File: src/rtl/mux_5bits.sv
// Two-input destination-register mux (rt vs. rd) with an optional registered copy
// that honours pipeline stall (Enable=0) and flush.
module mux_5bits #(
  parameter int               WIDTH       = 5,
  parameter logic [WIDTH-1:0] RESET_VALUE = '0
) (
  input  logic             Clk,
  input  logic             Rst_n,
  input  logic [WIDTH-1:0] A,
  input  logic [WIDTH-1:0] B,
  input  logic             Select,
  input  logic             Enable,
  input  logic             Flush,
  output logic [WIDTH-1:0] Out,
  output logic [WIDTH-1:0] OutQ
);

  // Only a definite 1 picks B; an X/Z select falls back to A so Out never goes unknown.
  always_comb begin
    Out = A;
    if (Select === 1'b1) Out = B;
  end

  always_ff @(posedge Clk or negedge Rst_n) begin
    if (!Rst_n)      OutQ <= RESET_VALUE;
    else if (Flush)  OutQ <= RESET_VALUE;
    else if (Enable) OutQ <= Out;
  end

endmodule

File: config.mk
export PLATFORM = sky130hd
export DESIGN_NAME = mux_5bits
export DESIGN_NICKNAME = d
export VERILOG_FILES = /design/src/rtl/mux_5bits.sv
export SDC_FILE = /design/constraint.sdc
export NUM_CORES = 1
export LEC_CHECK = 0
export ABC_AREA = 1
export BUFFER_PORTS_ARGS = -buffer_cell sky130_fd_sc_hd__clkbuf_2
export CAP_MARGIN = 30
export CORE_AREA = 2 2 39 41
export CTS_BUF_LIST = sky130_fd_sc_hd__clkbuf_16
export CTS_CLUSTER_SIZE = 12
export DETAILED_ROUTE_END_ITERATION = 10
export DIE_AREA = 0 0 41 43
export GPL_TIMING_DRIVEN = 0
export SYNTH_ARGS = -nofsm -noshare
export SYNTH_HDL_FRONTEND = slang
export SYNTH_SLANG_ARGS = --single-unit
File: constraint.sdc
create_clock -name Clk -period 0.8 [get_ports Clk]
set_input_delay 0.24 -clock Clk [delete_from_list [all_inputs] [get_ports Clk]]
set_output_delay 0.24 -clock Clk [all_outputs]
set_load 0.02 [all_outputs]
After elaboration in Yosys (flattened, before gate mapping)
Cells that the tools add are included.

Eq/ne operators: 1. Muxes and demuxes: 3. Reductions and logical operators: 1.

Operators by type and width (number): two-way mux 5 bit (3); nonzero test 2 bit (1); case equality test 1 bit (second input constant) (1).

Register bits: 5. Input port bits: 15. Output and inout bits: 10. Logic and storage cells: 6.

Depth between registers and ports, before layout
Gate-level depths: netlist (run 1).

Word-level depth: 4. Gate-level depth with buffers: 5.

Least setup slack after synthesis (run 1)
OpenSTA, ideal clock, no wires.

Path kind: input to output. Start: input Select. End: output Out[0]. Arrival time: 0.464 ns. Data required time: 0.560 ns. Slack: 0.096 ns. Stages on the path: 3. Path buffers: 0. Cells stage by stage: inv_2 nand2_1 nand2_2.

Longest elaborated chain between the ends: 2.

Ends and longest elaborated chain: start, declared (line 11) `input logic Select,`; case equality test 1 bit (line 21) `if (Select === 1'b1) Out = B;`; two-way mux 5 bit (line 21); end, declared (line 14) `output logic [WIDTH-1:0] Out,`.

No other way between the ends.

Final worst setup path (run 1)
Start: register OutQ[3]. End: output OutQ[3].

RTL lines: start, declared (line 15) `output logic [WIDTH-1:0] OutQ`; start signal, assigned (line 27) `else if (Enable) OutQ <= Out;`.

No word-level cell between the ends.

==> results of run 1 <==
cell type report:
cell class                 count  area [um2]
tap                           16        20.0
multi-input combinational     32         208
inverter                       2        20.0
timing repair buffer          35         327
sequential                     5         125
clock buffer                   3        75.1
clock inverter                 1        3.75
fill                         143         606
layout by cell type (no fill, tap or decap), drive strengths merged:
cell type     n
nand2        30
buf          15
dlygate4sd3   1
inv           2
clkbuf       22
dfrtp         5
nor2          2
clkinv        1
per-layer routing:
layer	up-vias	share of wire, %	wire [um]
met3	2	6.1	56
met4	0	2.1	19
met1	160	34	316
li1	193	-	-
met5	-	0	0
met2	18	57	530
kinds of logic after synthesis:
kind of cell,after synthesis
AND/OR/NAND/NOR,32
flip-flops,5
buffers and inverters,2
metrics by stage:
stage | total power, uW | hold WS [ns]
6_report | 1450 | 0.328
5_1_grt | 1500 | 0.364
4_1_cts | 1400 | 0.328
3_5_place_dp | 460 | 0.0576
3_3_place_gp | 459 | 0.0562
2_1_floorplan | 377 | -0.0556
repair_timing:
item	4_1_cts	5_1_grt
hold endpoints to repair	5	0
gates resized for setup	30	24
cloned	0	0
buffers inserted	10	2
pin swaps	4	7
endpoints found under the setup margin	10	11
hold buffers	1	0
path summary, 6_finish.rpt:
kind,from,cells past startpoint,end
max,OutQ[3]$_DFFE_PN0P_,1,OutQ[3]
min,Flush,4,OutQ[0]$_DFFE_PN0P_
max reg2reg,OutQ[0]$_DFFE_PN0P_,4,OutQ[0]$_DFFE_PN0P_
min reg2reg,OutQ[4]$_DFFE_PN0P_,3,OutQ[4]$_DFFE_PN0P_
max in group asynchronous,Rst_n,2,OutQ[0]$_DFFE_PN0P_
min in group asynchronous,Rst_n,2,OutQ[2]$_DFFE_PN0P_
power by group:
group	switching [uW]	internal, uW	leakage, uW
Clock	159	647	0.0000423
Sequential	9.52	270	0.0000669
Combinational	164	201	0.000333
==> flow_metrics.py, run 1 <==
metrics = {
    "setup_path": {
        "critPathTopFamily": "flip-flops",
        "worstPathCellList": "clkbuf_8",
        "cp_num_buf_inv": 1,
        "critPathKind": "flip-flop to output pin",
        "cp-end-kind": "output pin",
        "worst_setup_path_start_kind": "flip-flop",
        "r2r_slack_ns": 0,
        "slowest_stage": "dfrtp_1",
        "cp.arrival_ns": 0.76,
        "worstPathRequired_ns": 0.56,
        "crit_path_max_incr_delay_ns": 0.38,
        "crit_path_max_fanout": 2,
    },
    "final_layout": {
        "top_register": "OutQ",
        "final_area_um2": 778,
        "areaGrowthSynthToFinish_pct": 193,
        "drive_gt1_share_pct": 67.9,
        "nNetsFinal": 94,
        "largestRegisters": "OutQ (5)",
        "final_util_pct": 56.2,
        "largest_register_ffs": 5,
        "stdcell_count": 94,
        "insertedDiodeCount": 0,
    },
    "cts": {
        "clk-insertion-delay-late_ns": 0.22,
        "path_clk_slew_ns": 0.03,
        "cts_tree": "done",
        "cts-buffers-inserted": 3,
        "clockRootBuffer": "clkbuf_16",
        "clock-sinks": 5,
        "cts_max_level": 1,
        "clk_path_buf_depth": 2,
    },
    "yosys": {
        "synth.avg_cell_area_um2": 6.80,
        "synth_nets": 54,
        "synth_top_family_by_area": "simple AND/OR/NAND/NOR gates",
        "synth_most_common_cell": "nand2_1",
        "synthTopCellsByArea": "dfrtp_1 47%, nand2_1 35%, nand2_2 12%, nor2_1 2.8%, inv_1 1.4%",
        "yosys_register_bits": 5,
        "synth_xor_xnor_area_share_pct": 0,
        "ys_seq_area_share_pct": 47.2,
        "synthMuxAreaShare_pct": 0,
        "ys_types": 6,
        "synth_compound_area_share_pct": 0,
        "synth_area_leader_cell": "dfrtp_1",
        "synthFlopType": "dfrtp_1",
        "synth_edf_count": 0,
        "yosys-top-cells-count": "25 x nand2_1, 5 x dfrtp_1, 5 x nand2_2",
        "syn_area_um2": 265,
        "synth_top_area_share_pct": 47.2,
        "ys_async_sr_fraction_pct": 100,
        "synthSimpleGateAreaFrac_pct": 50.0,
        "yosys_warnings": 0,
        "synthAdderAreaFrac_pct": 0,
        "synthCells": 39,
    },
    "placed_design": {
        "dpl_worst_slack_ns": -0.209,
        "gp_congestion": 0.650,
        "port_buffers": 24,
        "dp_hpwl_um": 569,
        "placed_cells": 79,
        "dpl_cell_area_um2": 405,
    },
    "global_route": {
        "overflow": 0,
        "use_met3_pct": 0,
        "grt_use_met1_pct": 10.6,
        "gr-max-usage-layer": "met2",
        "grt_use_total_pct": 12.2,
        "grt_max_degree": 7,
        "met2_usage_pct": 20.9,
        "antenna_found_initial": 0,
        "grt_pass1_wl_um": 1370,
        "grt_pass1_vias": 364,
    },
    "route": {
        "dr.pass1.iters": 3,
        "routed_wl_um": 922,
        "via_count": 373,
        "drc": 0,
        "drt_iter0_markers": 5,
        "drtAntennaViolNets": 0,
        "wl_per_cell_um": 9.81,
        "avgViaCountPerCell": 3.97,
    },
    "die": {
        "die_h_um": 43,
        "start_util_pct": 19.2,
        "die_x_um": 41,
        "ios": 25,
        "rows": 14,
        "die_area_mm2": 0.00176,
        "core_area_mm2": 0.00138,
    },
    "sta": {
        "fin_ws_ns": -0.203,
        "fin_crit_sh_pct": 125,
        "totalNegativeSetupSlack_ns": -1.58,
        "report.final.hold_viol_count": 0,
        "slew_viol_final": 0,
        "finalSetupViolations": 11,
        "rsz0062_at_grt": "true",
        "period_minus_slack_ns": 1.00,
        "finalClockSkew_ns": 0,
        "tightest_slew_ns": 0.325,
        "fmax_mhz": 997,
        "slew_headroom_pct": 78.3,
    },
    "status": {
        "violations": "setup timing",
        "status": "finished with violations",
    },
    "power_and_ir_drop": {
        "leakage_uw": 0.000442,
        "power.density_mw_per_mm2": 1860,
        "ir_drop_mv": 0.885,
    },
    "worst_hold_path": {
        "hold_class": "input port to flip-flop",
    },
    "flow_run": {
        "drv_cap": 0,
    },
}
Power figures use the tool's default switching activity.
==> inputs of run 2 (changes only) <==
RECOVER_POWER = 100   (was default)
==> run 2 against run 1 <==
Against the previous run:
- register-to-register slack about the same
- critical endpoint unchanged
- setup slack better by 0.0010 ns
- largest cell class unchanged
- the flow still finishes with violations (setup timing)
- sequential share of layout area is essentially flat
- total power hardly changed
- count of clock-buffer cells in the layout unchanged
- sequential power about the same
==> flow_metrics.py, run 2 (same netlist as run 1, synthesis figures left out) <==
metrics = {
    "route": {
        "dr.pass1.iters": 3,
        "routed_wl_um": 922,
        "via_count": 373,
        "avgViaCountPerCell": 3.97,
        "wl_per_cell_um": 9.81,
        "drt_iter0_markers": 5,
        "drc": 0,
        "drtAntennaViolNets": 0,
    },
    "power_and_ir_drop": {
        "ir_drop_mv": 0.885,
        "leakage_uw": 0.000438,
        "power.density_mw_per_mm2": 1870,
    },
    "die": {
        "die_x_um": 41,
        "core_area_mm2": 0.00138,
        "rows": 14,
        "ios": 25,
        "start_util_pct": 19.2,
        "die_area_mm2": 0.00176,
        "die_h_um": 43,
    },
    "sta": {
        "fmax_mhz": 998,
        "slew_headroom_pct": 78.3,
        "report.final.hold_viol_count": 0,
        "finalSetupViolations": 11,
        "totalNegativeSetupSlack_ns": -1.58,
        "rsz0062_at_grt": "true",
        "period_minus_slack_ns": 1.00,
        "fin_ws_ns": -0.202,
        "fin_crit_sh_pct": 125,
        "tightest_slew_ns": 0.325,
        "slew_viol_final": 0,
        "finalClockSkew_ns": 0,
    },
    "status": {
        "status": "finished with violations",
        "violations": "setup timing",
    },
    "cts": {
        "cts_max_level": 1,
        "clk-insertion-delay-late_ns": 0.22,
        "cts-buffers-inserted": 3,
        "path_clk_slew_ns": 0.03,
        "clk_path_buf_depth": 2,
        "clockRootBuffer": "clkbuf_16",
        "clock-sinks": 5,
        "cts_tree": "done",
    },
    "setup_path": {
        "slowest_stage": "dfrtp_1",
        "cp-end-kind": "output pin",
        "worstPathRequired_ns": 0.56,
        "worstPathCellList": "clkbuf_8",
        "crit_path_max_incr_delay_ns": 0.38,
        "crit_path_max_fanout": 2,
        "cp.arrival_ns": 0.76,
        "worst_setup_path_start_kind": "flip-flop",
        "critPathTopFamily": "flip-flops",
        "r2r_start": "OutQ[0]$_DFFE_PN0P_",
        "critPathKind": "flip-flop to output pin",
        "cp-startpoint": "OutQ[3]$_DFFE_PN0P_",
        "cp_num_buf_inv": 1,
    },
    "flow_run": {
        "drv_cap": 0,
    },
    "final_layout": {
        "largestRegisters": "OutQ (5)",
        "fill_cells": 143,
        "final_area_um2": 777,
        "final_cell_mix": "15 x nand2_1, 12 x clkbuf_2, 10 x nand2_4, 6 x buf_4",
        "nNetsFinal": 94,
        "stdcell_count": 94,
        "insertedDiodeCount": 0,
        "top_register": "OutQ",
        "areaGrowthSynthToFinish_pct": 193,
        "drive_gt1_share_pct": 66.7,
        "layout_commonest_cell": "nand2_1",
        "largest_register_ffs": 5,
    },
    "global_route": {
        "grt_pass1_vias": 364,
        "grt_use_total_pct": 12.2,
        "grt_max_degree": 7,
        "grt_pass1_wl_um": 1370,
        "antenna_found_initial": 0,
        "overflow": 0,
    },
    "placed_design": {
        "placed_cells": 79,
        "dpl_worst_slack_ns": -0.209,
        "gp_congestion": 0.650,
        "dp_hpwl_um": 569,
        "port_buffers": 24,
        "dpl_cell_area_um2": 405,
    },
    "worst_hold_path": {
        "hold_start": "Flush",
        "hold_class": "input port to flip-flop",
    },
}
-- run 2: cell count changes in the layout (fill, tap and decap cells not counted) --
cell / delta
clkbuf_1: +1
clkbuf_4: +2
clkbuf_2: -1
buf_4: -2
-- run 2: per-stage QoR --
step	utilization [%]	total power [uW]	hold slack [ns]
2_1_floorplan	-	377	-0.0556
3_3_place_gp	29.3	459	0.0562
3_5_place_dp	29.3	460	0.0576
4_1_cts	50.2	1400	0.328
5_1_grt	56.1	1500	0.364
6_report	56.1	1450	0.328
-- run 2: path summary, 6_finish.rpt --
kind / to / slack (ns) / depth (start not counted)
min: OutQ[0]$_DFFE_PN0P_ / 0.33 / 4
min reg2reg: OutQ[2]$_DFFE_PN0P_ / 0.59 / 3
max reg2reg: OutQ[0]$_DFFE_PN0P_ / 0 / 4
max in group asynchronous: OutQ[0]$_DFFE_PN0P_ / 0.17 / 2
max: OutQ[3] / -0.20 / 1
min in group asynchronous: OutQ[2]$_DFFE_PN0P_ / 0.41 / 2
-- run 2: worst reg2reg max path: stages (launching register included) --
cell     delay, ns
dfrtp_1       0.37
buf_4         0.13
buf_6         0.10
nand2_2       0.05
nand2_1       0.04
-- run 2: cell type report --
cell class	count	area [um2]	area share, %
inverter	2	20.0	2.58
multi-input combinational	32	208	26.7
clock buffer	3	75.1	9.66
sequential	5	125	16.1
clock inverter	1	3.75	0.483
timing repair buffer	35	325	41.9
tap	16	20.0	2.58
-- run 2: where the power goes --
| part | switching (uW) | internal, uW |
|---|---|---|
| clock network | 159 | 647 |
| registers | 9.39 | 270 |
| logic | 164 | 200 |
| total | 333 | 1120 |
-- run 2: metal layers --
metal  vias up  part of all wire, %  wire length (um)  track usage [%]
met1       160                   34               316             10.6
met2        18                   57               529             20.9
met5         -                    0                 0                0
li1        193                    -                 -                -
met4         0                  2.1                19             14.0
met3         2                  6.1                56                0
-- run 2: repair_timing --
action | in CTS | in global routing
hold buffers | 1 | 0
gates resized for setup | 30 | 24
pin swaps | 4 | 7
hold endpoints to repair | 5 | 0
endpoints found under the setup margin | 10 | 11
setup buffers | 10 | 2
==> inputs of run 3 (changes only) <==
==> constraint.sdc (replaced) <==
create_clock -name Clk -period 0.8 [get_ports Clk]
set_input_delay 0.08 -clock Clk [delete_from_list [all_inputs] [get_ports Clk]]
set_output_delay 0.08 -clock Clk [all_outputs]
set_load 0.02 [all_outputs]
==> run 3 against run 2 <==
Against the previous run:
- the run still ends with setup timing left
- fmax rose by 20%
- register-to-register slack improved by 0.08 ns
- flip-flop and latch count did not move
- critical endpoint is now OutQ[2]
- sequential share of layout area rose by 5.7 points
- setup slack improved by 0.17 ns
- worst hold slack got worse by 0.16 ns
- clock power barely moved
- combinational power fell by 38%
- largest power group unchanged
- die area did not move
==> flow_metrics.py, run 3 (same netlist as run 1, synthesis figures left out) <==
metrics = {
    "status": {
        "status": "finished with violations",
        "violations": "setup timing",
    },
    "die": {
        "core_area_mm2": 0.00138,
        "die_x_um": 41,
        "start_util_pct": 19.2,
        "rows": 14,
        "ios": 25,
        "die_h_um": 43,
        "die_area_mm2": 0.00176,
    },
    "worst_hold_path": {
        "hold-path-cell-count": 5,
        "hold_start": "A[1]",
        "hold_class": "input port to flip-flop",
        "min_to": "OutQ[1]$_DFFE_PN0P_",
    },
    "final_layout": {
        "final_area_um2": 574,
        "insertedDiodeCount": 0,
        "final_cell_mix": "25 x nand2_1, 18 x clkbuf_2, 5 x dfrtp_1, 5 x nand2_2, 5 x clkbuf_8",
        "largest_register_ffs": 5,
        "top_register": "OutQ",
        "layout_commonest_cell": "nand2_1",
        "drive_gt1_share_pct": 49.3,
        "final_util_pct": 41.5,
        "areaGrowthSynthToFinish_pct": 117,
        "largestRegisters": "OutQ (5)",
        "nNetsFinal": 89,
    },
    "power_and_ir_drop": {
        "leakage_uw": 0.000348,
        "p_sw_uw": 282,
        "p_clk_share_pct": 61.5,
        "p_sw_share_pct": 21.6,
        "p_int_uw": 1020,
        "p_comb_share_pct": 17.1,
        "power.density_mw_per_mm2": 2270,
        "ir_drop_mv": 0.750,
        "pwr-share-seq_pct": 21.3,
    },
    "route": {
        "drc": 0,
        "drt_iter0_markers": 2,
        "drtAntennaViolNets": 0,
        "dr.pass1.iters": 2,
        "wl_per_cell_um": 8.56,
        "avgViaCountPerCell": 3.72,
        "via_count": 331,
        "routed_wl_um": 762,
    },
    "cts": {
        "cts-buffers-inserted": 3,
        "clk-insertion-delay-late_ns": 0.22,
        "clockRootBuffer": "clkbuf_16",
        "cts_max_level": 1,
        "clk_path_buf_depth": 2,
        "clock-sinks": 5,
        "cts_tree": "done",
        "path_clk_slew_ns": 0.03,
    },
    "flow_run": {
        "drv_cap": 0,
    },
    "sta": {
        "rsz0062_at_grt": "true",
        "slew_viol_final": 0,
        "fmax_mhz": 1190,
        "finalSetupViolations": 5,
        "slew_headroom_pct": 81.0,
        "tightest_slew_ns": 0.284,
        "finalClockSkew_ns": 0,
        "fin_crit_sh_pct": 105,
        "period_minus_slack_ns": 0.837,
        "totalNegativeSetupSlack_ns": -0.152,
        "fin_ws_ns": -0.0369,
        "report.final.hold_viol_count": 0,
    },
    "setup_path": {
        "reg2reg_depth": 3,
        "crit_path_max_incr_delay_ns": 0.38,
        "r2r_slack_ns": 0.08,
        "critPathTopFamily": "flip-flops",
        "cp-end-kind": "output pin",
        "worstPathCellList": "clkbuf_8",
        "r2r-end": "OutQ[3]$_DFFE_PN0P_",
        "r2r_start": "OutQ[3]$_DFFE_PN0P_",
        "cp.arrival_ns": 0.76,
        "critPathKind": "flip-flop to output pin",
        "slowest_stage": "dfrtp_1",
        "cp_num_buf_inv": 1,
        "crit_path_max_fanout": 2,
        "worst_setup_path_start_kind": "flip-flop",
        "worstPathRequired_ns": 0.72,
    },
    "global_route": {
        "grt_max_degree": 7,
        "overflow": 0,
        "grt_pass1_vias": 340,
        "antenna_found_initial": 0,
        "grt_use_total_pct": 11.2,
        "grt_pass1_wl_um": 1260,
    },
    "placed_design": {
        "gp_congestion": 0.650,
        "dpl_cell_area_um2": 405,
        "port_buffers": 24,
        "dp_hpwl_um": 569,
    },
}
==> run 3: cell types whose count changed in the layout (fill, tap and decap cells not counted), sizes merged <==
cell    previous run  this run
buf               13         1
clkbuf            24        31
clkinv             1         0
inv                2         3
==> run 3: timing repair <==
action	4_1_cts	5_1_grt
endpoints found under the setup margin	5	5
hold buffers	1	0
setup buffers	5	0
hold endpoints to repair	5	0
gates resized for setup	10	0
==> run 3: power by group through the flow <==
stage          clock network, uW  logic (uW)  registers, uW
2_1_floorplan                  0        78.2            299
3_3_place_gp                   0         178            281
3_5_place_dp                   0         179            281
4_1_cts                      816         229            279
5_1_grt                      828         250            281
6_report                     804         224            279
==> run 3: worst max-delay path by stage <==
| stage | cells after the start | start | slack [ns] | to |
|---|---|---|---|---|
| floorplan | 2 | OutQ[0]$_DFFE_PN0P_ | 0.12 | OutQ[0]$_DFFE_PN0P_ |
| global placement | 5 | Select | 0.11 | Out[0] |
| detailed placement | 5 | Select | 0.11 | Out[4] |
| CTS | 1 | OutQ[3]$_DFFE_PN0P_ | -0.05 | OutQ[3] |
| global route | 1 | OutQ[2]$_DFFE_PN0P_ | -0.06 | OutQ[2] |
| finish | 1 | OutQ[2]$_DFFE_PN0P_ | -0.04 | OutQ[2] |
==> run 3: area by class of cell <==
cell class / count / area, um2
clock inverter: 1 / 3.75
timing repair buffer: 30 / 210
clock buffer: 3 / 75.1
fill: 156 / 810
inverter: 2 / 7.51
sequential: 5 / 125
tap: 16 / 20.0
multi-input combinational: 32 / 133
==> run 3: through the flow <==
stage / hold slack [ns] / power, uW / setup slack, ns / cells
global route: 0.205 / 1360 / -0.0628 / 89
floorplan: -0.216 / 377 / 0.120 / 39
global placement: -0.104 / 459 / 0.113 / 79
detailed placement: -0.102 / 460 / 0.111 / 79
CTS: 0.168 / 1320 / -0.0455 / 89
finish: 0.164 / 1310 / -0.0369 / 89
==> run 3: routing by layer <==
| metal | vias up | GRT usage [%] | share of wire (%) |
|---|---|---|---|
| met4 | 0 | 14.0 | 2.5 |
| met1 | 129 | 10.3 | 38 |
| li1 | 182 | - | - |
| met3 | 2 | 0 | 7.3 |
| met5 | - | 0 | 0 |
| met2 | 18 | 18.1 | 52 |
